<file path="src/rtl/multicycle_path_sequencer.sv">
// multicycle_path_sequencer: round-robin arbitration of a shared launch/capture
// register pair. The selected operand is launched, then the path is held quiet
// for MCP_CYCLES cycles before the result is captured and returned to the owner.
module multicycle_path_sequencer #(
  parameter int NUM_REQ    = 4,
  parameter int DATA_W     = 8,
  parameter int MCP_CYCLES = 3
) (
  input  logic                      clk,
  input  logic                      rst_n,
  input  logic [NUM_REQ-1:0]        req,
  input  logic [NUM_REQ*DATA_W-1:0] req_data,
  output logic [NUM_REQ-1:0]        gnt,
  output logic                      launch_en,
  output logic [DATA_W-1:0]         launch_data,
  output logic                      capture_en,
  input  logic [DATA_W-1:0]         result_in,
  output logic [DATA_W-1:0]         result_out,
  output logic [NUM_REQ-1:0]        done,
  output logic                      busy
);

  localparam int PTR_W = (NUM_REQ > 1) ? $clog2(NUM_REQ) : 1;
  localparam int CNT_W = (MCP_CYCLES > 1) ? $clog2(MCP_CYCLES + 1) : 1;
  localparam logic [CNT_W-1:0] CNT_LAST = CNT_W'(MCP_CYCLES - 1);
  localparam logic [PTR_W:0]   NUM_REQ_EXT = (PTR_W + 1)'(NUM_REQ);
  localparam logic [PTR_W-1:0] PTR_LAST = PTR_W'(NUM_REQ - 1);

  if (MCP_CYCLES < 1) begin : g_mcp_check
    $error("multicycle_path_sequencer: MCP_CYCLES must be >= 1");
  end

  if (NUM_REQ < 2 || NUM_REQ > 8) begin : g_num_req_check
    $error("multicycle_path_sequencer: NUM_REQ must be in 2..8");
  end

  typedef enum logic [2:0] {
    ST_IDLE    = 3'd0,
    ST_LAUNCH  = 3'd1,
    ST_WAIT    = 3'd2,
    ST_CAPTURE = 3'd3,
    ST_DONE    = 3'd4
  } state_t;

  state_t              state_q, state_d;
  logic [PTR_W-1:0]    rr_ptr_q, rr_ptr_d;
  logic [PTR_W-1:0]    owner_q, owner_d;
  logic [CNT_W-1:0]    cnt_q, cnt_d;
  logic [DATA_W-1:0]   launch_data_q, launch_data_d;
  logic [DATA_W-1:0]   result_out_q, result_out_d;

  logic                win_found;
  logic [PTR_W-1:0]    win_idx;
  logic [PTR_W:0]      scan_sum;
  logic [PTR_W-1:0]    scan_idx;

  // Round-robin pick: first set req bit scanning upward from rr_ptr with wrap.
  always_comb begin
    win_found = 1'b0;
    win_idx   = '0;
    scan_sum  = '0;
    scan_idx  = '0;
    for (int k = 0; k < NUM_REQ; k++) begin
      scan_sum = {1'b0, rr_ptr_q} + (PTR_W + 1)'(k);
      if (scan_sum >= NUM_REQ_EXT) begin
        scan_sum = scan_sum - NUM_REQ_EXT;
      end
      scan_idx = scan_sum[PTR_W-1:0];
      if (!win_found && req[scan_idx]) begin
        win_found = 1'b1;
        win_idx   = scan_idx;
      end
    end
  end

  // Next-state logic; requests and operands are only looked at while idle.
  always_comb begin
    state_d       = state_q;
    rr_ptr_d      = rr_ptr_q;
    owner_d       = owner_q;
    cnt_d         = cnt_q;
    launch_data_d = launch_data_q;
    result_out_d  = result_out_q;
    case (state_q)
      ST_IDLE: begin
        if (win_found) begin
          owner_d       = win_idx;
          launch_data_d = req_data[int'(win_idx)*DATA_W +: DATA_W];
          rr_ptr_d      = (win_idx == PTR_LAST) ? '0 : win_idx + 1'b1;
          state_d       = ST_LAUNCH;
        end
      end
      ST_LAUNCH: begin
        cnt_d   = '0;
        state_d = ST_WAIT;
      end
      ST_WAIT: begin
        if (cnt_q == CNT_LAST) begin
          state_d = ST_CAPTURE;
        end else begin
          cnt_d = cnt_q + 1'b1;
        end
      end
      ST_CAPTURE: begin
        result_out_d = result_in;
        state_d      = ST_DONE;
      end
      ST_DONE: begin
        state_d = ST_IDLE;
      end
      default: begin
        state_d = ST_IDLE;
      end
    endcase
  end

  // State and datapath registers with synchronous active-low reset.
  always_ff @(posedge clk) begin
    if (!rst_n) begin
      state_q       <= ST_IDLE;
      rr_ptr_q      <= '0;
      owner_q       <= '0;
      cnt_q         <= '0;
      launch_data_q <= '0;
      result_out_q  <= '0;
    end else begin
      state_q       <= state_d;
      rr_ptr_q      <= rr_ptr_d;
      owner_q       <= owner_d;
      cnt_q         <= cnt_d;
      launch_data_q <= launch_data_d;
      result_out_q  <= result_out_d;
    end
  end

  // Moore outputs decoded from the registered state and owner.
  always_comb begin
    gnt        = '0;
    done       = '0;
    launch_en  = 1'b0;
    capture_en = 1'b0;
    busy       = (state_q != ST_IDLE);
    case (state_q)
      ST_LAUNCH: begin
        gnt       = NUM_REQ'(1) << owner_q;
        launch_en = 1'b1;
      end
      ST_CAPTURE: begin
        capture_en = 1'b1;
      end
      ST_DONE: begin
        done = NUM_REQ'(1) << owner_q;
      end
      default: begin
      end
    endcase
  end

  assign launch_data = launch_data_q;
  assign result_out  = result_out_q;

endmodule

</file>
<file path="config.mk">
export PLATFORM = sky130hd
export DESIGN_NAME = multicycle_path_sequencer
export DESIGN_NICKNAME = d
export VERILOG_FILES = /design/src/rtl/multicycle_path_sequencer.sv
export SDC_FILE = /design/constraint.sdc
export NUM_CORES = 1
export LEC_CHECK = 0
export ABC_AREA = 1
export CORE_UTILIZATION = 44
export CTS_CLUSTER_SIZE = 16
export DETAILED_ROUTE_END_ITERATION = 8
export GPL_TIMING_DRIVEN = 0
export MAX_ROUTING_LAYER = met4
export PLACE_DENSITY = 0.92
export SLEW_MARGIN = 10
export SYNTH_ARGS = -nofsm -noshare
export SYNTH_HDL_FRONTEND = slang
export SYNTH_SLANG_ARGS = --single-unit
</file>
<file path="constraint.sdc">
create_clock -name clk -period 1.9 [get_ports clk]
set_input_delay 0.38 -clock clk [delete_from_list [all_inputs] [get_ports clk]]
set_output_delay 0.38 -clock clk [all_outputs]
set_load 0.1 [all_outputs]
</file>
==> results by group <==
Routing
  – Post-detailed-route DRC marker count: 0
  – WL per Instance: 14.4 um
  – 1st-iter DRT viols: 131
  – Total number of vias: between 2000 and 2500
  – First-pass iteration count of the detailed router: 4
  – Antenna violation net count after detailed routing: 0
  – Avg Vias per Cell: 5.27
  – Final WL: 6.32 mm

GRT
  – Maximum number of pins on one net before global-route repair: 14
  – First-pass GRT wire length: 9.16 mm
  – Met2 global-route usage: 51.9%
  – Global routing met3 resource utilization: between 2 and 3%
  – GR peak layer: met2
  – Remaining global-route overflow: 0
  – Initial antenna violation count: 0
  – Via count of the first global-routing pass: 2106
  – Met1 track demand over resource in global routing: a little under 30%
  – GR Util All Layers: a little over a quarter

Worst setup path
  – Startpoint of the most critical register-to-register path: rr_ptr_q[0]
  – Kind of launch point of the worst setup path: flip-flop
  – Critical path class: reg2reg
  – Worst Setup SP: rr_ptr_q[0]
  – CP required: about 2.1 ns
  – Critical Path Fanout Max: 10
  – CP Capture Type: flip-flop
  – Crit path DAT: 2.16 ns
  – R2r setup slk: -0.09 ns

STA
  – Smallest hold slack: around 0.52 ns
  – Count of final setup violators: 3
  – Final Worst Setup Slack: -0.0854 ns
  – Headroom to the max-slew limit: between 30% and 40%
  – Sum of negative setup slack: -0.142 ns
  – Maximum clock rate: a little over 0.5 GHz
  – Final Hold Fails: 0
  – Min cycle time layout: 1.99 ns
  – Final worst clock skew: 0.00320 ns
  – Transition time at the pin with the least slew margin: around 1 ns
  – Final critical-path share of the clock period: 104%
  – RSZ-0062 raised after global routing: true
  – Final number of max-transition violations: 0

Power
  – VDD IR max: 1300 uV
  – P per Cell Area: around 1800 mW/mm2
  – Leakage power total: 1.65 nW
  – PnR Total Power: 5.86 mW

Floorplan
  – Row count: 23
  – Top-Level Pins: 73
  – Floorplan die width: 67.0 um
  – Die boundary height: 67.0 um
  – Initial Utilization: around 46%
  – Area of the core: approximately 0.0040 mm2
  – DIE AREA: roughly 0.0045 mm2

Clock network
  – CTS H-Tree Depth: 1
  – Buffer cell driving the clock tree root: sky130_fd_sc_hd__clkbuf_8
  – Number of buffers on the longest clock path: 2
  – Inserted Clock Buffers: 3
  – Clock transition at the registers of the reported paths: 0.09 ns
  – Clk Latency, worst-skew pair: between 0.2 and 0.3 ns
  – Number of clock sinks: 25
  – Clock tree from TritonCTS: built

Synth
  – Fraction of synthesis flops using an asynchronous set or reset pin: 0%
  – Total of flip-flops plus latches after synthesis: 25
  – Synthesized netlist cell count: 292
  – Cell types occupying the most area after synthesis: sky130_fd_sc_hd__dfxtp_1 (27%), sky130_fd_sc_hd__inv_1 (12%), sky130_fd_sc_hd__nand2_1 (11%)
  – Avg Cell Area, Syn: between 6 and 7 um2
  – Post-synth top area cell: sky130_fd_sc_hd__dfxtp_1
  – Synthesis warning total: 0
  – Number of enable-type register cells in the synthesized netlist: 0
  – Summed instance area of the synthesized netlist: ~0.0019 mm2
  – Sequential area share after synthesis: between 20% and 30%
  – Post-synth cell types: 28
  – Area share of the largest cell type after synthesis: a little over a quarter
  – Mapped Nets: 339
  – Synth Flop Type: sky130_fd_sc_hd__dfxtp_1

Placed design
  – Post-detailed-placement half-perimeter wirelength: 3.80 mm
  – Final RePlAce weighted congestion: around 0.8
  – Placed cell area: roughly 0.0028 mm2
  – IO buf count: 72
  – Cell total after placement: just over 400
  – Pre-CTS worst setup slack: -0.687 ns

Layout
  – Number of antenna cells inserted: 0
  – Final Core Density: 79.4%
  – Count of fill cells added during filler insertion: ~260
  – Layout-stage area growth over the synthesis result: 72.1%
  – Number of nets in the final layout: ~440
  – Finished Cell Area: about 0.0032 mm2
  – Ratio of cells with drive above 1 in the final layout: around 33%
  – Final standard cell count with taps included and fillers excluded: between 400 and 500

Outcome
  – Violations in the final reports: negative setup slack
  – Status: finished, violations left

Worst hold path
  – Hold Startpoint: result_out[7]
  – Hold/Removal Path Class: reg2reg

Job
  – # Max-Cap Violations: 0
-- final timing paths --
path	endpoint	depth (start not counted)
worst max-delay path	launch_data[5]	16
worst min-delay path	result_out[7]	2
worst max register to register	launch_data[5]	16
worst min register to register	result_out[7]	2
-- report_power, final --
part / switching, mW / internal [mW] / leakage (nW)
clock: 0.171 / 0.150 / 0.0228
sequential: 0.186 / 0.710 / 0.209
combinational: 2.98 / 1.66 / 1.42
-- worst max-delay path: stages, from the launching register on --
cell	delay, ns
sky130_fd_sc_hd__dfxtp_2	0.34
sky130_fd_sc_hd__buf_8	0.14
sky130_fd_sc_hd__buf_6	0.12
sky130_fd_sc_hd__nand2_2	0.07
sky130_fd_sc_hd__nand2_2	0.07
sky130_fd_sc_hd__nand2_1	0.08
sky130_fd_sc_hd__nand2_2	0.07
sky130_fd_sc_hd__nand2_4	0.10
sky130_fd_sc_hd__nand2_4	0.06
sky130_fd_sc_hd__nand2_4	0.07
sky130_fd_sc_hd__buf_4	0.15
sky130_fd_sc_hd__buf_6	0.14
sky130_fd_sc_hd__nand4_1	0.12
sky130_fd_sc_hd__nand3_1	0.15
sky130_fd_sc_hd__nand3_2	0.09
sky130_fd_sc_hd__nand2_2	0.07
sky130_fd_sc_hd__inv_1	0.04
-- cell type report --
type / count / area (um2) / area share (%)
multi-input combinational: 197 / 1280 / 40.0
timing repair buffer: 93 / 931 / 29.1
sequential: 25 / 517 / 16.2
inverter: 63 / 265 / 8.29
buffer: 7 / 98.8 / 3.09
tap: 50 / 62.6 / 1.96
clock buffer: 4 / 45.0 / 1.41
-- registers in the layout, summed over array words and instances (netlist names) --
name / flops
result_out: 8
owner_q: 2
rr_ptr_q: 2
launch_data: 8
cnt_q: 2
state_q: 3
-- repair_timing --
item	CTS	global route
pin swaps	11	21
endpoints found under the setup margin	35	24
resized for setup	99	55
buffers inserted	12	8
gates cloned	1	0
hold buffers	0	0
-- logic make-up (layout without fill, tap and decap cells) --
group,count (synthesis),after routing,synth area share [%]
flops,25,25,26.9
simple gates,176,176,48.6
fa+ha+maj,1,1,0.673
compound gates,20,20,5.52
buf+inv,70,167,18.3
-- cells in the final DEF, fill, tap and decap left out, types with 5 or more instances in the layout --
cell type,instances
sky130_fd_sc_hd__buf_4,20
sky130_fd_sc_hd__buf_6,9
sky130_fd_sc_hd__clkbuf_8,6
sky130_fd_sc_hd__clkdlybuf4s50_1,41
sky130_fd_sc_hd__dfxtp_1,18
sky130_fd_sc_hd__dlygate4sd2_1,13
sky130_fd_sc_hd__inv_1,47
sky130_fd_sc_hd__inv_2,8
sky130_fd_sc_hd__nand2_1,37
sky130_fd_sc_hd__nand2_2,19
sky130_fd_sc_hd__nand2_4,14
sky130_fd_sc_hd__nand3_1,20
sky130_fd_sc_hd__nand3_2,9
sky130_fd_sc_hd__nand3_4,5
sky130_fd_sc_hd__nand4_1,17
sky130_fd_sc_hd__nor2_1,40
sky130_fd_sc_hd__nor3_4,10
sky130_fd_sc_hd__o21ai_0,14
-- synth_stat cells (3+ instances only) --
master / number
sky130_fd_sc_hd__a21oi_1: 4
sky130_fd_sc_hd__clkbuf_8: 3
sky130_fd_sc_hd__dfxtp_1: 25
sky130_fd_sc_hd__inv_1: 58
sky130_fd_sc_hd__nand2_1: 53
sky130_fd_sc_hd__nand2_2: 11
sky130_fd_sc_hd__nand2_4: 6
sky130_fd_sc_hd__nand3_1: 28
sky130_fd_sc_hd__nand3_2: 4
sky130_fd_sc_hd__nand4_1: 17
sky130_fd_sc_hd__nor2_1: 41
sky130_fd_sc_hd__nor3_1: 10
sky130_fd_sc_hd__o21ai_0: 14
-- per-layer routing --
metal | up-vias | part of all wire [%]
met2 | 92 | 55
met5 | - | 0
met4 | 0 | 2.9
li1 | 1116 | -
met1 | 1086 | 37
met3 | 20 | 4.7
(Power assumes the default switching activity.)
